### config.mk
export PLATFORM = sky130hd
export DESIGN_NAME = seg_p2s_tx_flat
export DESIGN_NICKNAME = d
export VERILOG_FILES = /design/src/rtl/seg_p2s_tx_if.sv /design/src/rtl/seg_p2s_tx.sv /design/src/flat_wrapper.sv
export SDC_FILE = /design/constraint.sdc
export NUM_CORES = 1
export LEC_CHECK = 0
export CAP_MARGIN = 20
export CORE_ASPECT_RATIO = 1.4
export CORE_MARGIN = 2
export CORE_UTILIZATION = 36
export DETAILED_ROUTE_END_ITERATION = 16
export DONT_BUFFER_PORTS = 1
export PLACE_DENSITY = 0.56
export SLEW_MARGIN = 20
export SYNTH_ARGS = -nofsm -noshare
export SYNTH_HDL_FRONTEND = slang
export SYNTH_SLANG_ARGS = --single-unit
export TNS_END_PERCENT = 1
### constraint.sdc
create_clock -name clk -period 4.25 [get_ports clk]
set_input_delay 0 -clock clk [delete_from_list [all_inputs] [get_ports clk]]
set_output_delay 0 -clock clk [all_outputs]
set_load 0.05 [all_outputs]
### src/rtl/seg_p2s_tx_if.sv
// Handshake and serial-link bundle for seg_p2s_tx.
// master: display-controller side (drives start/data, observes status and link).
// slave : transmitter side (consumes start/data, drives status and link).
interface seg_p2s_tx_if #(
  parameter int DATA_WIDTH = 64
);
  logic                  start;
  logic [DATA_WIDTH-1:0] data;
  logic                  busy;
  logic                  done;
  logic                  s_clk;
  logic                  s_out;
  logic                  s_load;

  modport master (
    output start, data,
    input  busy, done, s_clk, s_out, s_load
  );

  modport slave (
    input  start, data,
    output busy, done, s_clk, s_out, s_load
  );
endinterface

### src/rtl/seg_p2s_tx.sv
// seg_p2s_tx: parallel-to-serial transmitter for a serial-in display shift
// register chain. Captures a DATA_WIDTH frame on start, shifts it out with a
// generated serial clock (low CLK_DIV cycles, high CLK_DIV cycles per bit),
// then raises s_load for CLK_DIV cycles and pulses done.
// Optional build macro: SEG_P2S_LSB_FIRST_EN -- transmit LSB first (shift right)
// for panels wired in reverse chain order. Timing is identical in both builds.
module seg_p2s_tx #(
  parameter int DATA_WIDTH = 64,
  parameter int CLK_DIV    = 2
) (
  input logic         clk,
  input logic         rst_n,
  seg_p2s_tx_if.slave bus
);

  localparam int BIT_W = $clog2(DATA_WIDTH);
  localparam int DIV_W = $clog2(CLK_DIV) + 1;
  localparam logic [BIT_W-1:0] BIT_LAST = BIT_W'(DATA_WIDTH - 1);
  localparam logic [DIV_W-1:0] DIV_LAST = DIV_W'(CLK_DIV - 1);

  typedef enum logic [1:0] {
    ST_IDLE  = 2'd0,
    ST_SHIFT = 2'd1,
    ST_LATCH = 2'd2
  } state_t;

  state_t                state_q,   state_d;
  logic [DATA_WIDTH-1:0] shift_q,   shift_d;
  logic [BIT_W-1:0]      bit_cnt_q, bit_cnt_d;
  logic [DIV_W-1:0]      div_cnt_q, div_cnt_d;
  logic                  busy_q,    busy_d;
  logic                  done_q,    done_d;
  logic                  s_clk_q,   s_clk_d;
  logic                  s_out_q,   s_out_d;
  logic                  s_load_q,  s_load_d;

  // Bit presented on s_out when a new frame is accepted.
  function automatic logic first_bit(input logic [DATA_WIDTH-1:0] d);
`ifdef SEG_P2S_LSB_FIRST_EN
    return d[0];
`else
    return d[DATA_WIDTH-1];
`endif
  endfunction

  // Bit presented on s_out after the shifter advances by one position.
  function automatic logic next_bit(input logic [DATA_WIDTH-1:0] s);
`ifdef SEG_P2S_LSB_FIRST_EN
    return s[1];
`else
    return s[DATA_WIDTH-2];
`endif
  endfunction

  // Advance the shifter one position toward the transmit end.
  function automatic logic [DATA_WIDTH-1:0] shift_step(input logic [DATA_WIDTH-1:0] s);
`ifdef SEG_P2S_LSB_FIRST_EN
    return {1'b0, s[DATA_WIDTH-1:1]};
`else
    return {s[DATA_WIDTH-2:0], 1'b0};
`endif
  endfunction

  // Next-state and next-output logic for the IDLE/SHIFT/LATCH sequencer.
  always_comb begin
    state_d   = state_q;
    shift_d   = shift_q;
    bit_cnt_d = bit_cnt_q;
    div_cnt_d = div_cnt_q;
    busy_d    = busy_q;
    done_d    = 1'b0;
    s_clk_d   = s_clk_q;
    s_out_d   = s_out_q;
    s_load_d  = s_load_q;
    case (state_q)
      ST_IDLE: begin
        if (bus.start) begin
          state_d   = ST_SHIFT;
          shift_d   = bus.data;
          s_out_d   = first_bit(bus.data);
          bit_cnt_d = {BIT_W{1'b0}};
          div_cnt_d = {DIV_W{1'b0}};
          busy_d    = 1'b1;
          s_clk_d   = 1'b0;
        end else begin
          busy_d = 1'b0;
        end
      end
      ST_SHIFT: begin
        if (div_cnt_q == DIV_LAST) begin
          div_cnt_d = {DIV_W{1'b0}};
          if (!s_clk_q) begin
            // End of the low phase: rising edge, receiver samples s_out.
            s_clk_d = 1'b1;
          end else if (bit_cnt_q == BIT_LAST) begin
            // Last bit clocked: park the link and raise the latch strobe.
            s_clk_d  = 1'b0;
            s_out_d  = 1'b0;
            s_load_d = 1'b1;
            state_d  = ST_LATCH;
          end else begin
            // Falling edge: present the next bit while s_clk is low.
            s_clk_d   = 1'b0;
            shift_d   = shift_step(shift_q);
            s_out_d   = next_bit(shift_q);
            bit_cnt_d = bit_cnt_q + BIT_W'(1);
          end
        end else begin
          div_cnt_d = div_cnt_q + DIV_W'(1);
        end
      end
      ST_LATCH: begin
        if (div_cnt_q == DIV_LAST) begin
          div_cnt_d = {DIV_W{1'b0}};
          s_load_d  = 1'b0;
          done_d    = 1'b1;
          busy_d    = 1'b0;
          state_d   = ST_IDLE;
        end else begin
          div_cnt_d = div_cnt_q + DIV_W'(1);
        end
      end
      default: begin
        state_d  = ST_IDLE;
        busy_d   = 1'b0;
        s_clk_d  = 1'b0;
        s_out_d  = 1'b0;
        s_load_d = 1'b0;
      end
    endcase
  end

  // State, datapath and registered outputs; reset aborts any frame at once.
  always_ff @(posedge clk or negedge rst_n) begin
    if (!rst_n) begin
      state_q   <= ST_IDLE;
      shift_q   <= {DATA_WIDTH{1'b0}};
      bit_cnt_q <= {BIT_W{1'b0}};
      div_cnt_q <= {DIV_W{1'b0}};
      busy_q    <= 1'b0;
      done_q    <= 1'b0;
      s_clk_q   <= 1'b0;
      s_out_q   <= 1'b0;
      s_load_q  <= 1'b0;
    end else begin
      state_q   <= state_d;
      shift_q   <= shift_d;
      bit_cnt_q <= bit_cnt_d;
      div_cnt_q <= div_cnt_d;
      busy_q    <= busy_d;
      done_q    <= done_d;
      s_clk_q   <= s_clk_d;
      s_out_q   <= s_out_d;
      s_load_q  <= s_load_d;
    end
  end

  assign bus.busy   = busy_q;
  assign bus.done   = done_q;
  assign bus.s_clk  = s_clk_q;
  assign bus.s_out  = s_out_q;
  assign bus.s_load = s_load_q;

endmodule
### src/flat_wrapper.sv
// flat-port wrapper written by rule: the top's interface ports become plain ports
module seg_p2s_tx_flat 
#(
  parameter int DATA_WIDTH = 64,
  parameter int CLK_DIV    = 2
)
  (clk, rst_n, bus_start, bus_data, bus_busy, bus_done, bus_s_clk, bus_s_out, bus_s_load);
  seg_p2s_tx_if #(.DATA_WIDTH(DATA_WIDTH)) bus_i ();
  input logic clk;
  input logic rst_n;
  input wire logic [$bits(bus_i.start)-1:0] bus_start;
  input wire logic [$bits(bus_i.data)-1:0] bus_data;
  output wire logic [$bits(bus_i.busy)-1:0] bus_busy;
  output wire logic [$bits(bus_i.done)-1:0] bus_done;
  output wire logic [$bits(bus_i.s_clk)-1:0] bus_s_clk;
  output wire logic [$bits(bus_i.s_out)-1:0] bus_s_out;
  output wire logic [$bits(bus_i.s_load)-1:0] bus_s_load;
  assign bus_i.start = bus_start;
  assign bus_i.data = bus_data;
  assign bus_busy = bus_i.busy;
  assign bus_done = bus_i.done;
  assign bus_s_clk = bus_i.s_clk;
  assign bus_s_out = bus_i.s_out;
  assign bus_s_load = bus_i.s_load;
  seg_p2s_tx #(.DATA_WIDTH(DATA_WIDTH), .CLK_DIV(CLK_DIV)) u_core (.clk(clk), .rst_n(rst_n), .bus(bus_i));
endmodule
# [After elaboration in Yosys (flattened, before gate mapping)]
# Cells that the tools add are included.
[word_totals] ff_bits=78 in_bits=67 out_inout_bits=5 wordCells=72
[op_classes] add_sub_neg=2 eq_ne=10 n_mux=37 bitwise_logic=3 reduce_logical=11
[ops] operator="$mux 63" count=4
[ops] operator="$pmux 63 s2" count=1
[ops] operator="$mux 6" count=4
[ops] operator="$reduce_and 5->1" count=3
[ops] operator="$mux 1" count=14
[ops] operator="$mux 2" count=7
[ops] operator="$pmux 1 s3" count=4
[ops] operator="$pmux 6 s2" count=1
[ops] operator="$ne 2x1->1 const B" count=4
[ops] operator="$add 6x1->6 const B" count=1
[ops] operator="$eq 6x6->1 const B" count=1
[ops] operator="$pmux 2 s3" count=1
[ops] operator="$eq 2x1->1 const B" count=2
[ops] operator="$ne 2x2->1 const B" count=2
[ops] operator="$pmux 2 s2" count=1
[ops] operator="$reduce_and 2->1" count=2
[ops] operator="$reduce_and 4->1" count=1
[ops] operator="$reduce_bool 2->1" count=2
[ops] operator="$not 1->1" count=3
[ops] operator="$reduce_and 3->1" count=1
[ops] operator="$add 2x1->2 const B" count=1
[ops] operator="$eq 2x2->1 const B" count=1
[ops] operator="$logic_not 2->1" count=1
[ops] operator="$reduce_or 2->1" count=1

# [Longest topological paths before layout]
# Gate-level depths: netlist (run 1).
[logic_depth] ltp_word=5 ltp_mapped=9 ltp_nobuf=6

# [Least setup slack after synthesis (run 1)]
# Ideal clock, no wire load.
[synth_path] path_type="register to register" start="register u_core.s_clk_q, in the netlist u_core.bus.s_clk" end="register u_core.shift_q[4]" setup_time_ns=0.127 t_arrival_ns=1.960 t_required_ns=4.123 path_slack_ns=2.162 path_stages_with_launch=8 path_buffers=3 synth_period_minus_slack_ns=2.088 cell_sequence="dfrtp_1 -> nand3b_2 -> or2_1 -> buf_4 -> o22ai_4 -> buf_6 -> buf_6 -> mux2_1"
[synth_between] elab_chain_cells=2
[synth_lines] element="from (decl)" line_no="seg_p2s_tx.sv:33" text="logic s_clk_q, s_clk_d;"
[synth_lines] element="from (signal assigned)" line_no="seg_p2s_tx.sv:152" text="s_clk_q <= s_clk_d;"
[synth_lines] element="$ne 2x1->1 (no line)"
[synth_lines] element="$reduce_and 5->1 (no line)"
[synth_lines] element="to (signal assigned)" line_no="seg_p2s_tx.sv:137" text="shift_q <= {DATA_WIDTH{1'b0}};"
[synth_lines] element="to (signal assigned)" line_no="seg_p2s_tx.sv:147" text="shift_q <= shift_d;"
[synth_lines] element="to (decl)" line_no="seg_p2s_tx.sv:28" text="logic [DATA_WIDTH-1:0] shift_q, shift_d;"
# Every way passes these cells.
# A chain may end at the register's enable or synchronous reset.

# [Final worst setup path (run 1)]
[layout_path] start="register u_core.state_q[0]" end="register u_core.shift_q[17]"
[layout_between] elab_chain_cells=3 elab_cells_between_ends=9 classes_between="5 x eq/ne; 1 x mux; 3 x reduce/logical"
[layout_lines] element="from (decl)" line_no="seg_p2s_tx.sv:27" text="state_t state_q, state_d;"
[layout_lines] element="from (signal assigned)" line_no="seg_p2s_tx.sv:146" text="state_q <= state_d;"
[layout_lines] element="$eq 2x1->1 or $logic_not 2->1 (tied branches)" line_no="seg_p2s_tx.sv:75" text="case (state_q)"
[layout_lines] element="$ne 2x1->1 (no line) (tied with other cells)"
[layout_lines] element="$reduce_and 5->1 (no line)"
# Parallel ways exist; a longest one is shown, timed or not.

==> out/results.tsv, run 1 <==
metric	value	unit
gp_congestion	0.744	
ff2ff_path_depth	7	
dp_cells	427	
synth_xor_area_share	0.220	%
dpl.hpwl	4.64	mm
outcome	completed	
yosysWarnings	0	
synth-seq-cells	78	
vias	2516	
path_max_fanout	42	
hold_slack	21.5	ps
synth_compound_area_share	5.63	%
synth_edf_count	0	
synth_ff_type	dfrtp_1	
synth-seq-area-share	49.1	%
hold_viol_final	0	
p_total	3.36	mW
grt_max_degree	79	
clk_pin_slew	60	ps
cts.path.max_buffers	2	
drtIter0Drc	73	
leakage	2.01	nW
endpoint	u_core.shift_q[17]$_DFFE_PN0P_	
htree_num_levels	3	
synth_cell_types	38	
root_buffer	clkbuf_16	
cts_resized	0	
slowest_delay	720	ps
path_delay_family	compound AO/OA/AOI/OAI gates	
syn_area	0.00398	sq mm
power_density	668	mW/mm^2
wl_per_cell	14.4	um
async_flop_share	100	%
core_area	0.0108	sq mm
path_buf_inv	2	
relSlewSlack	37.8	%
path_cells	inv_1 -> ha_1 -> nor2b_4 -> or2_1 -> o22ai_4 -> buf_12 -> mux2_2	
synthToLayoutAreaGrowth	26.6	%
skew	4.59	ps
grt_util_all_layers	13.3	%
yosysTopAreaCell	dfrtp_1	
postRouteAntennaNets	0	
routed_wl	7.34	mm
die_area	0.0119	sq mm
peakVddDrop	324	uV
cts_setup_buffers	0	
cts_tree	built	
hold_buffers	66	
reg2reg_from	u_core.state_q[0]$_DFFE_PN0P_	
layout-drive-gt1-share	31.8	%
worst_slew_pin_slew	933	ps
io_pins	72	
grt_pass1_vias	2749	
muxShareOfSynthArea	35.6	%
cts_sinks	78	
crit_type	reg -> reg	
cp-start-kind	register	
synth_nets	372	
endpoint_kind	register	
cts_buffers	9	
min_from	bus_data[0]	
synthAdderAreaFrac	1.26	%
synth_top_family_by_area	multiplexers	
fin_cells	509	
clk_latency	330	ps
syn_avg_cell_area	13.2	sq um
io_buffers	0	
slowest_stage	o22ai_4	
max_freq	347	MHz
r2r_slack	1370	ps
die_h	128	um
grt_setup_unrepaired	false	
n_fill_cell	1013	
tns	0	ps
synth.top_cells.by_count	mux2_2 (98), dfrtp_1 (78), mux2_1 (24)	
hold_path_class	in -> reg	
critPathLaunch	u_core.state_q[0]$_DFFE_PN0P_	
setup_viol	0	
synthCells	301	
cap_violations	0	
pre_cts_ws	1340	ps
die_x	92.8	um
drc	0	
period_share	67.7	%
vias_per_cell	4.94	
yosysTopAreaCellShare	49.1	%
finalCriticalPeriod	2880	ps
synth.most_common_cell	mux2_2	
num_rows	45	
nets	434	
gr-total-overflow	0	
r2r-end	u_core.shift_q[17]$_DFFE_PN0P_	
dr.pass1.iters	4	
antenna_found_initial	0	
synth-simple-area-share	3.97	%
initial_core_util	36.8	%
ys_top_cells_by_area	dfrtp_1 (49%), mux2_2 (28%), mux2_1 (6.8%)	
path_depth	7	
n_antenna_cell	0	
cp.required	4460	ps
critPathArrivalTime	3090	ps
drv_slew	0	
grt_first_pass_wirelength	12.7	mm
worst_slack	1370	ps
==> tightest hold or removal path, stage by stage <==
cell and delay, ps:
and3_1 130, a21oi_1 40, o211ai_1 150
==> flip-flops by register name, indices dropped and copies added (netlist names) <==
name	cells
u_core.bus.s_out	1
u_core.bus.s_load	1
u_core.state_q	2
u_core.shift_q	63
u_core.div_cnt_q	2
u_core.bus.done	1
u_core.bit_cnt_q	6
u_core.bus.busy	1
u_core.bus.s_clk	1
==> report_power, final <==
group	internal (mW)	switching, mW	total [mW]
Sequential	1.10	0.222	1.32
Clock	0.445	0.281	0.726
Combinational	0.793	0.527	1.32
==> layer usage <==
layer  up-vias  wire length [um]  GRT usage, %
li1       1200                 -             -
met1      1256              3060          15.2
met2        50              3800          23.4
met3        10               325          3.40
met4         0               150          6.14
met5         -                 0             0
==> cells in the final DEF, fill, tap and decap left out, drive strengths merged, types with 2 or more instances in the layout <==
cell type    netlist  final
clkbuf             6     16
a211o              3      3
buf               11      3
dfrtp             78     78
o211ai             2      2
or3                2      2
nand3              4      4
mux2i              4      4
nor2b              2      2
ha                 4      4
nand2              9      9
inv               13     13
a21oi              8      8
a41oi              2      2
mux2             122    122
o21ai             10     10
nor2               3      3
dlygate4sd3        0     65
nand2b             4      4
==> layout make-up <==
| class | count | area, sq um | share of cell area, % |
|---|---|---|---|
| tap | 141 | 176 | 3.51 |
| clock buffer | 16 | 282 | 5.60 |
| timing repair buffer | 68 | 706 | 14.0 |
| inverter | 13 | 48.8 | 0.970 |
| multi-input combinational | 193 | 1870 | 37.1 |
| sequential | 78 | 1950 | 38.8 |
==> through the flow <==
stage                     cell area [sq um]  util (%)
after floorplan                        3980         -
after global placement                 4070      37.7
after detailed placement               4070      37.7
after CTS                              5030      46.5
after global routing                   5030      46.5
final                                  5030      46.5
==> how the worst min path moves through the flow <==
| stage | end | slack (ps) | depth (start not counted) |
|---|---|---|---|
| after detailed placement | u_core.div_cnt_q[0]$_DFFE_PN0P_ | -290 | 0 |
| after CTS | u_core.shift_q[0]$_DFFE_PN0P_ | 10 | 3 |
| after floorplan | u_core.bit_cnt_q[0]$_DFFE_PN0P_ | -300 | 0 |
| final | u_core.shift_q[0]$_DFFE_PN0P_ | 20 | 3 |
| after global routing | u_core.shift_q[0]$_DFFE_PN0P_ | 40 | 3 |
| after global placement | u_core.div_cnt_q[0]$_DFFE_PN0P_ | -290 | 0 |
==> logic make-up (layout without fill, tap and decap cells) <==
| family | count (synthesis) | in the layout |
|---|---|---|
| and+or+nand+nor | 29 | 29 |
| buffers and inverters | 30 | 97 |
| DFF | 78 | 78 |
| muxes | 126 | 126 |
| AOI/OAI and AO/OA | 33 | 33 |
| adders and majority gates | 4 | 4 |
| xor gates and xnor gates | 1 | 1 |
No activity file was read; power rests on OpenSTA's default activity.
==> inputs of run 2 (changes only) <==
Settings changed: PLACE_DENSITY 0.56 to 0.58.
Clock period 4.25 ns to 2.4 ns, I/O delays scaled along.
==> out/results.tsv, run 2 (synthesized netlist as in run 1, its figures left out) <==
metric	value	unit
grt_pass1_vias	2714	
grt_first_pass_wirelength	12.9	mm
dpl.hpwl	4.89	mm
pwr-share-seq	36.6	%
period_share	95.1	%
crit_type	reg -> reg	
critPathArrivalTime	2500	ps
cap_violations	0	
finalCriticalPeriod	2280	ps
die_h	128	um
clk_pin_slew	60	ps
nets	438	
routed_wl	7.84	mm
relSlewSlack	68.2	%
dr.pass1.iters	4	
die_x	92.8	um
cts_buffers	9	
layout-drive-gt1-share	33.3	%
final_common_cell	mux2_2	
n_antenna_cell	0	
p_comb_share	39.1	%
cts_setup_buffers	0	
max_freq	438	MHz
largest_reg_flops	63	
core_area	0.0108	sq mm
gr-total-overflow	0	
fin_cells	513	
p_sw	1.90	mW
setup_viol	0	
grt_setup_unrepaired	false	
fin_area	0.00514	sq mm
tns	0	ps
grt_max_degree	79	
drtIter0Drc	54	
cts_resized	0	
wl_per_cell	15.3	um
r2r_slack	120	ps
leakage	2.06	nW
cts.path.max_buffers	2	
root_buffer	clkbuf_16	
io_pins	72	
cts_sinks	78	
sw_frac_of_total	30.0	%
skew	5.97	ps
regMostFlops	u_core.shift_q	
grt_util_all_layers	13.8	%
htree_num_levels	3	
peakVddDrop	517	uV
hold_viol_final	0	
die_area	0.0119	sq mm
dpl-instance-area	0.00413	sq mm
postRouteAntennaNets	0	
critPathLaunch	u_core.state_q[0]$_DFFE_PN0P_	
hold_path_class	in -> reg	
dp_cells	431	
layout_common_cells	mux2_2 (98), dfrtp_1 (78), dlygate4sd3_1 (65)	
worst_slew_pin_slew	477	ps
intPower	4.43	mW
antenna_found_initial	0	
vias	2552	
min_from	bus_data[0]	
clock_power_share	24.4	%
path_max_fanout	40	
reg2reg_from	u_core.state_q[0]$_DFFE_PN0P_	
clk_latency	330	ps
endpoint_kind	register	
num_rows	45	
cp-start-kind	register	
drv_slew	0	
vias_per_cell	4.97	
cp.required	2610	ps
outcome	completed	
reg.largest.list	u_core.shift_q (63), u_core.bit_cnt_q (6)	
initial_core_util	36.8	%
synthToLayoutAreaGrowth	29.4	%
cts_tree	built	
drc	0	
gp_congestion	0.797	
power_density	1230	mW/mm^2
io_buffers	0	
-- run 2: changes by cell type in the layout (fill, tap and decap cells not counted), sizes merged --
cell,previous run,this run
bufinv,0,3
clkinv,0,1
buf,3,7
clkinvlp,0,2
clkbuf,16,10
-- run 2: critical path, stage by stage, from the launching register on --
cell and delay [ps]:
dfrtp_1 420, inv_1 100, ha_1 270, nor2b_4 170
or2_1 330, o22ai_4 210, buf_12 270, mux2_2 360
-- run 2: repair_timing --
item / CTS / global route
hold buffers: 66 / 0
setup endpoints to repair: 0 / 0
endpoints found under the hold margin: 148 / 0
-- run 2: power by group through the flow --
stage	Sequential, mW	Clock [mW]	Combinational, mW
final	2.32	1.54	2.48
after global routing	2.40	1.63	2.73
after CTS	2.32	1.59	2.52
after detailed placement	2.34	0	2.39
after global placement	2.31	0	2.33
after floorplan	2.24	0	2.05
-- run 2: area by class of cell --
| class | instances | area (sq um) |
|---|---|---|
| multi-input cells | 193 | 1870 |
| inverters | 13 | 48.8 |
| clock buffers | 10 | 229 |
| flip-flops and latches | 78 | 1950 |
| fillers | 1000 | 5670 |
| well taps | 141 | 176 |
| repair buffers | 72 | 761 |
| clock inverters | 6 | 110 |
-- run 2: path summary, 6_finish.rpt --
check | end | cells past startpoint
max in group asynchronous | u_core.shift_q[1]$_DFFE_PN0P_ | 2
min in group asynchronous | u_core.bus.busy$_DFFE_PN0P_ | 2
min reg2reg | u_core.shift_q[54]$_DFFE_PN0P_ | 1
max | u_core.shift_q[24]$_DFFE_PN0P_ | 7
min | u_core.shift_q[0]$_DFFE_PN0P_ | 3
max reg2reg | u_core.shift_q[24]$_DFFE_PN0P_ | 7
-- run 2: per-stage QoR --
| step | worst slack (ps) | util (%) | total power, mW | hold slack, ps |
|---|---|---|---|---|
| after floorplan | 312 | - | 4.29 | -296 |
| after global placement | 204 | 38.2 | 4.64 | -293 |
| after detailed placement | 133 | 38.2 | 4.73 | -294 |
| after CTS | 131 | 47.6 | 6.42 | 62.0 |
| after global routing | 10.5 | 47.6 | 6.76 | 113 |
| final | 117 | 47.6 | 6.33 | 69.1 |
-- run 2: layer usage --
| metal | track usage (%) | share of wire [%] | vias to the layer above |
|---|---|---|---|
| li1 | - | - | 1209 |
| met1 | 16.1 | 42 | 1279 |
| met2 | 24.2 | 53 | 60 |
| met3 | 3.04 | 4.2 | 4 |
| met4 | 6.23 | 1.1 | 0 |
| met5 | 0 | 0 | - |
